File: config.mk
export PLATFORM = sky130hd
export DESIGN_NAME = hazard_ctrl
export DESIGN_NICKNAME = d
export VERILOG_FILES = /design/src/rtl/hazard_ctrl.sv
export SDC_FILE = /design/constraint.sdc
export NUM_CORES = 1
export LEC_CHECK = 0
export BUFFER_PORTS_ARGS = -buffer_cell sky130_fd_sc_hd__buf_2
export CORE_UTILIZATION = 49
export CTS_CLUSTER_DIAMETER = 30
export DETAILED_ROUTE_END_ITERATION = 8
export HOLD_SLACK_MARGIN = 0.08
export PLACE_DENSITY = 0.87
export SYNTH_ARGS = -nofsm -noshare
export SYNTH_HDL_FRONTEND = slang
export SYNTH_SLANG_ARGS = --single-unit
File: constraint.sdc
create_clock -name clk -period 4.1 [get_ports clk]
set_input_delay 0.41 -clock clk [delete_from_list [all_inputs] [get_ports clk]]
set_output_delay 0.41 -clock clk [all_outputs]
set_load 0.01 [all_outputs]
File: src/rtl/hazard_ctrl.sv
// hazard_ctrl: pipeline hazard controller for the 5-stage core.
// Generates EX forwarding selects, inserts a single bubble on load-use,
// flushes IF/ID and ID/EX on taken branches, and freezes the pipeline while
// a data-memory access is outstanding. A watchdog bounds that wait.
// Optional build macro HAZARD_PERF_CNT_EN enables the stall/flush
// performance counters. Without it the counter ports read constant 0.
module hazard_ctrl #(
  parameter int MEM_TIMEOUT = 255,
  parameter int PERF_W      = 32
) (
  input  logic              clk,
  input  logic              rst,
  input  logic [4:0]        rs1_ID,
  input  logic [4:0]        rs2_ID,
  input  logic              rs2_used_ID,
  input  logic [4:0]        rs1_EX,
  input  logic [4:0]        rs2_EX,
  input  logic [4:0]        rd_EX,
  input  logic [4:0]        rd_MEM,
  input  logic [4:0]        rd_WB,
  input  logic              regwrite_EX,
  input  logic              regwrite_MEM,
  input  logic              regwrite_WB,
  input  logic              memread_EX,
  input  logic              branch_taken_EX,
  input  logic              dmem_req_MEM,
  input  logic              dmem_ready,
  output logic              pc_write,
  output logic              ifid_write,
  output logic              idex_write,
  output logic              exmem_write,
  output logic              ifid_flush,
  output logic              idex_flush,
  output logic              memwb_bubble,
  output logic [1:0]        forwardA,
  output logic [1:0]        forwardB,
  output logic              mem_timeout_err,
  output logic [PERF_W-1:0] stall_cycles,
  output logic [PERF_W-1:0] flush_count
);

  typedef enum logic [1:0] {
    RUN        = 2'd0,
    LOAD_STALL = 2'd1,
    MEM_WAIT   = 2'd2
  } state_t;

  state_t      state_reg, state_next;
  logic [15:0] wait_cnt_reg, wait_cnt_next;
  logic        err_reg, err_next;
  logic [16:0] wait_sum;
  logic        wait_expired;
  logic        load_use;
  logic        mem_stall;

  // Per-operand forwarding: index 0 is rs1 (forwardA), index 1 is rs2 (forwardB).
  logic [4:0]  rs_ex [2];
  logic [1:0]  fwd_sel [2];

  assign rs_ex[0] = rs1_EX;
  assign rs_ex[1] = rs2_EX;

  generate
    for (genvar gi = 0; gi < 2; gi++) begin : g_fwd
      // EX/MEM result wins over MEM/WB; x0 is hard-wired zero and never forwarded.
      always_comb begin
        fwd_sel[gi] = 2'b00;
        if (regwrite_MEM && (rd_MEM != 5'd0) && (rd_MEM == rs_ex[gi])) begin
          fwd_sel[gi] = 2'b10;
        end else if (regwrite_WB && (rd_WB != 5'd0) && (rd_WB == rs_ex[gi])) begin
          fwd_sel[gi] = 2'b01;
        end
      end
    end
  endgenerate

  assign forwardA = rst ? 2'b00 : fwd_sel[0];
  assign forwardB = rst ? 2'b00 : fwd_sel[1];

  assign load_use  = memread_EX && regwrite_EX && (rd_EX != 5'd0) &&
                     ((rd_EX == rs1_ID) || (rs2_used_ID && (rd_EX == rs2_ID)));
  assign mem_stall = dmem_req_MEM && !dmem_ready;

  // Count of MEM_WAIT cycles including the current one; widened so it cannot wrap.
  assign wait_sum     = {1'b0, wait_cnt_reg} + 17'd1;
  assign wait_expired = (wait_sum >= 17'(MEM_TIMEOUT));

  // Next-state and pipeline control outputs, defaults first.
  always_comb begin
    state_next    = state_reg;
    wait_cnt_next = wait_cnt_reg;
    err_next      = err_reg;
    pc_write      = 1'b1;
    ifid_write    = 1'b1;
    idex_write    = 1'b1;
    exmem_write   = 1'b1;
    ifid_flush    = 1'b0;
    idex_flush    = 1'b0;
    memwb_bubble  = 1'b0;

    if (rst) begin
      pc_write      = 1'b0;
      ifid_write    = 1'b0;
      idex_write    = 1'b0;
      exmem_write   = 1'b0;
      ifid_flush    = 1'b1;
      idex_flush    = 1'b1;
      memwb_bubble  = 1'b1;
      state_next    = RUN;
      wait_cnt_next = 16'd0;
      err_next      = 1'b0;
    end else begin
      case (state_reg)
        RUN, LOAD_STALL: begin
          if (mem_stall) begin
            pc_write      = 1'b0;
            ifid_write    = 1'b0;
            idex_write    = 1'b0;
            exmem_write   = 1'b0;
            memwb_bubble  = 1'b1;
            wait_cnt_next = 16'd0;
            state_next    = MEM_WAIT;
          end else if (branch_taken_EX) begin
            // Target loads into the PC; both younger instructions are squashed.
            ifid_flush = 1'b1;
            idex_flush = 1'b1;
            state_next = RUN;
          end else if (load_use) begin
            pc_write   = 1'b0;
            ifid_write = 1'b0;
            idex_flush = 1'b1;
            // A second load-use right after the bubble still stalls, but the
            // controller does not chain LOAD_STALL states.
            state_next = (state_reg == RUN) ? LOAD_STALL : RUN;
          end else begin
            state_next = RUN;
          end
        end

        MEM_WAIT: begin
          if (dmem_ready) begin
            // Normal release: default outputs advance every register.
            state_next = RUN;
          end else if (wait_expired) begin
            // Watchdog: give up on the access and let the pipeline move.
            err_next      = 1'b1;
            wait_cnt_next = wait_sum[15:0];
            state_next    = RUN;
          end else begin
            pc_write      = 1'b0;
            ifid_write    = 1'b0;
            idex_write    = 1'b0;
            exmem_write   = 1'b0;
            memwb_bubble  = 1'b1;
            wait_cnt_next = wait_sum[15:0];
          end
        end

        default: begin
          state_next = RUN;
        end
      endcase
    end
  end

  // State, wait counter and sticky watchdog flag.
  always_ff @(posedge clk) begin
    if (rst) begin
      state_reg    <= RUN;
      wait_cnt_reg <= 16'd0;
      err_reg      <= 1'b0;
    end else begin
      state_reg    <= state_next;
      wait_cnt_reg <= wait_cnt_next;
      err_reg      <= err_next;
    end
  end

  assign mem_timeout_err = err_reg;

`ifdef HAZARD_PERF_CNT_EN
  logic [PERF_W-1:0] stall_cnt_reg;
  logic [PERF_W-1:0] flush_cnt_reg;
  logic              flush_event;

  // A taken-branch flush happens only outside MEM_WAIT and when no memory stall overrides it.
  assign flush_event = !rst && (state_reg != MEM_WAIT) && !mem_stall && branch_taken_EX;

  // Performance counters, wrapping naturally at 2^PERF_W.
  always_ff @(posedge clk) begin
    if (rst) begin
      stall_cnt_reg <= '0;
      flush_cnt_reg <= '0;
    end else begin
      if (!pc_write) begin
        stall_cnt_reg <= stall_cnt_reg + PERF_W'(1);
      end
      if (flush_event) begin
        flush_cnt_reg <= flush_cnt_reg + PERF_W'(1);
      end
    end
  end

  assign stall_cycles = stall_cnt_reg;
  assign flush_count  = flush_cnt_reg;
`else
  assign stall_cycles = '0;
  assign flush_count  = '0;
`endif

endmodule
==> results of run 1 <==
==> path summary, 6_finish.rpt <==
path,cells after the start,endpoint
worst min register to register,2,mem_timeout_err$_SDFFE_PP0P_
worst max register to register,6,wait_cnt_reg[6]$_SDFFE_PP0P_
worst min-delay path,2,state_reg[0]$_SDFFE_PP0P_
worst max-delay path,8,ifid_write
==> where the power goes <==
group | internal (mW) | leakage (nW) | switching, mW
logic | 0.0465 | 0.819 | 0.0783
clock network | 0.0692 | 0.0228 | 0.0622
registers | 0.185 | 0.153 | 0.00145
total | 0.301 | 0.995 | 0.142
==> worst reg2reg max path, cell delays in order (launching register included) <==
cell and delay, ns:
dfxtp_1 0.37, inv_1 0.18, nand2_1 0.09, a21oi_1 0.90, o21ai_0 0.23, a22oi_1 0.25, nor2_1 0.06
==> through the flow <==
stage | total power [mW] | instance area (um^2) | setup slack, ns | hold WS [ns] | cells
4_1_cts | 0.446 | 2270 | 1.27 | 0.345 | 388
2_1_floorplan | 0.317 | 2410 | 1.66 | 0.444 | 353
6_report | 0.443 | 2270 | 1.26 | 0.347 | 388
3_5_place_dp | 0.315 | 2220 | 1.55 | 0.446 | 384
5_1_grt | 0.468 | 2270 | 1.04 | 0.359 | 388
3_3_place_gp | 0.312 | 2220 | 1.61 | 0.442 | 384
==> area by class of cell <==
class	count	share of cell area, %
multi-input combinational	254	65.1
sequential	19	16.8
timing repair buffer	57	12.7
tap	50	2.76
clock buffer	4	1.99
inverter	4	0.662
==> cell families after synthesis <==
logic type / after synthesis / synth area share (%)
xor gates and xnor gates: 38 / 15.3
buffers and inverters: 80 / 25.4
AOI/OAI and AO/OA: 50 / 14.8
adders and majority gates: 2 / 1.15
and+or+nand+nor: 99 / 25.2
other: 1 / 0.173
DFF: 19 / 17.5
muxes: 1 / 0.461
==> cell usage after synthesis (2+ instances only) <==
cell type / count
o22ai_1: 2
buf_2: 2
buf_4: 66
clkbuf_1: 7
nor4_1: 6
xor2_1: 15
and3_1: 2
nor2_1: 22
o2111ai_1: 2
nor3_1: 10
nand2b_1: 3
and4_1: 3
ha_1: 2
o21ai_0: 10
a31oi_1: 2
inv_1: 4
nand2_1: 22
nand4_1: 5
a311oi_1: 5
nand3_1: 10
a21o_1: 3
dfxtp_1: 19
xnor2_1: 23
or4_1: 5
and2_1: 2
a21oi_1: 17
==> per-layer routing <==
| layer | vias up | wire length [um] |
|---|---|---|
| met5 | - | 0 |
| met4 | 0 | 42 |
| met3 | 5 | 216 |
| met2 | 69 | 2160 |
| met1 | 862 | 1860 |
| li1 | 984 | - |
==> summary.txt, run 1 <==
Met2 usage: 33.2%
Busiest metal layer after global routing: met2
Avg Inst Size Synth: 7.49 um^2
Die X: 68.6 um
Routability Congestion: 0.815
Core Area: 4120 um^2
Slew headroom: 23.8%
Port bufs: 56
Final setup violation count: 0
H-tree depth: 1
Worst setup EP type: primary output
Synth area leaders: buf_4 23%, dfxtp_1 18%, xnor2_1 9.3%
Synth area leader: buf_4
Initial antenna violation count: 0
Required @ worst endpoint: 3.69 ns
Die height: 68.6 um
Power per cell area: 195 nW/um^2
Static Leak: 0.995 nW
Setup_tns: 0 ns
Clk buf depth: 2
TritonCTS Buffers: 3
Layout Nets: 386
Syn. warnings: 0
Resize count post-CTS: 0
DRC viols: 0
Clock period minus worst slack: 2.84 ns
Fmax: 0.352 GHz
Startpoint Class: register
Starting DRT DRC Count: 111
I/O Pins: 121
Maxcap violations: 0
GRT Residual Overflow: 0
Wire per inst: 11.0 um
Final WL: 4.28 mm
Max FFs per register: 16
CP cell instances: ha_1, nand3_2, nor2_2, and4_1, o21ai_1, nor4b_4, a221oi_2, buf_2
RSZ-0062 raised after global routing: no
Commonest non-fill, non-tap cell in the layout: conb_1
Worst EP arrival: 2.43 ns
Vias in the first global route: 1597
Final ANT Viol Nets: 0
Fillers: 389
# hold bufs at CTS: 0
Met3 Use GR: 3.62%
Worst VDD drop: 91.6 uV
Routing usage on met1: 22.6%
Final Hold Viols: 0
Root Buffer: clkbuf_8
Sequential cell area: 380 um^2
Max-slew violation count: 0
Dpl hpwl: 3.47 mm
Period Utilization, post-route: 69.2%
Via density: 4.95
Drt pass-1 iters: 4
Mapped Area: 2170 um^2
Starting density of the core: 52.8%
Clock Latency Late Sink: 0.26 ns
Total track usage: 18.7%
Vias: 1920
Post-synth EDFFs: 0
CTS tree: built
Post-synth top area share: 22.8%
Crit path buf inv count: 1
Clk slew on worst S/H paths: 0.07 ns
Min-delay src: branch_taken_EX
Post-CTS setup buffers: 0
Antenna cell count: 0
Most frequent cells in the layout: 64 x conb_1, 56 x buf_2, 23 x xnor2_1, 22 x nand2_1, 22 x nor2_1
Launching point of the worst reg2reg path: state_reg[1]$_SDFFE_PP0P_
Status: complete, no violations
Library cells used by synthesis: 47
Crit-path leading delay family: simple AND/OR/NAND/NOR gates
CP max stage delay: 0.42 ns
Primary FF master, synth: dfxtp_1
P&R area growth vs syn: 4.44%
Clock skew: 0.00841 ns
CP max-delay cell: dfxtp_1
FF+latch count, synth: 19
Die area: 4700 um^2
Largest net degree at the start of global routing: 29
Finished Core Util: 55.1%
First-pass GRT wire length: 6.71 mm
Worst reg-to-reg setup slack: 1.89 ns
Worst Path Max Fanout: 7
CTS sink count: 19
Critical path type: reg -> out
HP Class: in -> reg
Cells after Synth: 290
Sequential-to-total area share from yosys stat: 17.5%
Multi-input logic area: 1480 um^2
Layout cells sized above 1: 19.8%
Synth async-reset ratio: 0%
# rows: 23
CP startpoint: wait_cnt_reg[0]$_SDFFE_PP0P_
Slew at the pin closest to its max-slew limit: 1.14 ns
Power figures use the tool's default switching activity.
==> run 2: changes to the inputs <==
--- a/config.mk
+++ b/config.mk
@@ -6,11 +6,11 @@
 export NUM_CORES = 1
 export LEC_CHECK = 0
 export BUFFER_PORTS_ARGS = -buffer_cell sky130_fd_sc_hd__buf_2
-export CORE_UTILIZATION = 49
+export CORE_UTILIZATION = 41
 export CTS_CLUSTER_DIAMETER = 30
 export DETAILED_ROUTE_END_ITERATION = 8
 export HOLD_SLACK_MARGIN = 0.08
-export PLACE_DENSITY = 0.87
+export PLACE_DENSITY = 0.78
 export SYNTH_ARGS = -nofsm -noshare
 export SYNTH_HDL_FRONTEND = slang
 export SYNTH_SLANG_ARGS = --single-unit
==> constraint.sdc (replaced) <==
create_clock -name clk -period 2.4 [get_ports clk]
set_input_delay 0.24 -clock clk [delete_from_list [all_inputs] [get_ports clk]]
set_output_delay 0.24 -clock clk [all_outputs]
set_load 0.01 [all_outputs]
==> summary.txt, run 2 (synthesized netlist as in run 1, its figures left out) <==
GRT Residual Overflow: 0 (unchanged)
Placed Cells incl. Taps: 409 (was 384)
Int Power: 0.514 mW (was 0.301 mW)
Non-Filler Instances: 419 (was 388)
Starting DRT DRC Count: 133 (was 111)
Worst reg-to-reg setup slack: 0.35 ns (was 1.89 ns)
Fmax: 0.418 GHz
Period Utilization, post-route: 99.7%
Final Hold Viols: 0 (unchanged)
Routed met2 length: 2.48 mm (was 2.16 mm)
Most frequent cells in the layout: 64 x conb_1, 56 x buf_2, 22 x xnor2_1, 21 x nand2_1, 21 x nor2_1 (was 64 x conb_1, 56 x buf_2, 23 x xnor2_1, 22 x nand2_1, 22 x nor2_1)
Vias in the first global route: 1754 (was 1597)
Worst setup EP type: primary output (unchanged)
Power per cell area: 308 nW/um^2 (was 195 nW/um^2)
Die area: 5590 um^2 (was 4700 um^2)
CTS tree: built (unchanged)
Worst Path Max Fanout: 6 (was 7)
Hold Crit Depth: 2 (unchanged)
Status: complete, no violations (unchanged)
Largest net degree at the start of global routing: 28 (was 29)
Antenna cell count: 0 (unchanged)
Max-slew violation count: 0 (unchanged)
Vias: 2044 (was 1920)
Layout Nets: 397 (was 386)
Dpl hpwl: 3.54 mm (was 3.47 mm)
Worst EP arrival: 2.15 ns (was 2.43 ns)
Sequential power share: 41.2% (was 42.2%)
Wire per inst: 11.4 um (was 11.0 um)
Clk buf depth: 2 (unchanged)
Commonest non-fill, non-tap cell in the layout: conb_1 (unchanged)
Placed inst area: 2280 um^2 (was 2220 um^2)
Total power: 0.764 mW (was 0.443 mW)
# hold bufs at CTS: 0 (unchanged)
DRC viols: 0 (unchanged)
Core Area: 5110 um^2 (was 4120 um^2)
Launching point of the worst reg2reg path: wait_cnt_reg[1]$_SDFFE_PP0P_ (was state_reg[1]$_SDFFE_PP0P_)
Slew at the pin closest to its max-slew limit: 0.621 ns (was 1.14 ns)
Maxcap violations: 0 (unchanged)
Static Leak: 1.06 nW (was 0.995 nW)
Clock Latency Late Sink: 0.26 ns (about the same)
Clk slew on worst S/H paths: 0.07 ns (about the same)
Worst r2r path cells: 9 (was 6)
RR Endpoint: mem_timeout_err$_SDFFE_PP0P_ (was wait_cnt_reg[6]$_SDFFE_PP0P_)
Via density: 4.88 (was 4.95)
# rows: 26 (was 23)
CTS sink count: 19 (unchanged)
First-pass GRT wire length: 7.76 mm (was 6.71 mm)
Final WL: 4.78 mm (was 4.28 mm)
Drt pass-1 iters: 4 (unchanged)
Slew headroom: 58.5% (was 23.8%)
Routability Congestion: 0.857 (was 0.815)
Critical path type: reg -> out (unchanged)
Psw: 0.250 mW (was 0.142 mW)
I/O Pins: 121 (unchanged)
CP max-delay cell: dfxtp_4 (was dfxtp_1)
Crit-path leading delay family: simple AND/OR/NAND/NOR gates (unchanged)
Initial antenna violation count: 0 (unchanged)
Starting density of the core: 42.5% (was 52.8%)
Root Buffer: clkbuf_8 (unchanged)
HP Class: in -> reg (unchanged)
Startpoint Class: register (unchanged)
Die height: 74.8 um (was 68.6 um)
Clk pwr share: 30.0% (was 29.7%)
Combinational power share: 28.9% (was 28.2%)
H-tree depth: 1 (unchanged)
Final instance area: 2480 um^2 (was 2270 um^2)
CP cell instances: ha_4, and3_4, nand4_1, mux2i_1, o21ai_2, nor4b_4, o22a_1, buf_2 (was ha_1, nand3_2, nor2_2, and4_1, o21ai_1, nor4b_4, a221oi_2, buf_2)
CP max stage delay: 0.40 ns (was 0.42 ns)
Worst VDD drop: 143 uV (was 91.6 uV)
Fillers: 495 (was 389)
Final setup violation count: 0 (unchanged)
Crit path buf inv count: 1 (unchanged)
P&R area growth vs syn: 14.4% (was 4.44%)
Switching share of power: 32.7% (was 32.1%)
Total track usage: 17.7% (was 18.7%)
RSZ-0062 raised after global routing: yes (was no)
Required @ worst endpoint: 2.16 ns (was 3.69 ns)
Max layer used: met4 (unchanged)
Min-delay src: branch_taken_EX (unchanged)
Clock skew: 0.00294 ns (was 0.00841 ns)
Clock period minus worst slack: 2.39 ns
Port bufs: 56 (unchanged)
DRT met1 WL: 1.99 mm (was 1.86 mm)
Layout cells sized above 1: 29.5% (was 19.8%)
WL met3: 204 um (was 216 um)
Worst Hold End: state_reg[0]$_SDFFE_PP0P_ (unchanged)
Die X: 74.8 um (was 68.6 um)
Max FFs per register: 16 (unchanged)
Final ANT Viol Nets: 0 (unchanged)
TritonCTS Buffers: 3 (unchanged)
[run 2: repair_timing]
action / 4_1_cts / 5_1_grt
buffers inserted: 1 / 5
setup endpoints to repair: 5 / 5
endpoints found under the hold margin: 0 / 0
resized for setup: 14 / 18
pin swaps: 6 / 5
[run 2: worst max-delay path by stage]
stage,startpoint,end,slack (ns),cells past startpoint
final,wait_cnt_reg[1]$_SDFFE_PP0P_,memwb_bubble,0.008,8
after global routing,wait_cnt_reg[1]$_SDFFE_PP0P_,ifid_write,-0.08,8
after CTS,wait_cnt_reg[0]$_SDFFE_PP0P_,pc_write,0.004,8
after detailed placement,wait_cnt_reg[1]$_SDFFE_PP0P_,memwb_bubble,0.07,8
after global placement,wait_cnt_reg[0]$_SDFFE_PP0P_,memwb_bubble,0.15,8
after floorplan,wait_cnt_reg[0]$_SDFFE_PP0P_,pc_write,0.13,8
[run 2: power groups by stage]
stage | clock, mW | combinational, mW | sequential (mW)
CTS | 0.237 | 0.217 | 0.319
finish | 0.229 | 0.221 | 0.314
floorplan | 0 | 0.216 | 0.326
global route | 0.250 | 0.251 | 0.315
global placement | 0 | 0.212 | 0.326
detailed placement | 0 | 0.216 | 0.326
[run 2: routing by layer]
layer  vias to the layer above  global-route usage, %
li1                       1001                      -
met1                       942                   20.2
met2                        90                   33.7
met3                        11                  0.937
met4                         0                   7.76
met5                         -                      0
[run 2: cell type report]
cell class,count,area (um^2),area share [%]
Timing Repair Buffer,68,370,14.9
Sequential cell,19,407,16.4
Tap cell,70,87.6,3.53
Multi-Input combinational cell,254,1560,62.8
Clock buffer,4,45.0,1.81
Inverter,4,15.0,0.605
[run 2: per-stage QoR]
stage	hold WS, ns	utilization, %	setup TNS [ns]	worst slack, ns
2_1_floorplan	0.317	-	0	0.128
3_3_place_gp	0.437	44.7	0	0.152
3_5_place_dp	0.449	44.7	0	0.0725
4_1_cts	0.163	46.7	0	0.00426
5_1_grt	0.171	48.6	-0.406	-0.0839
6_report	0.169	48.6	0	0.00805
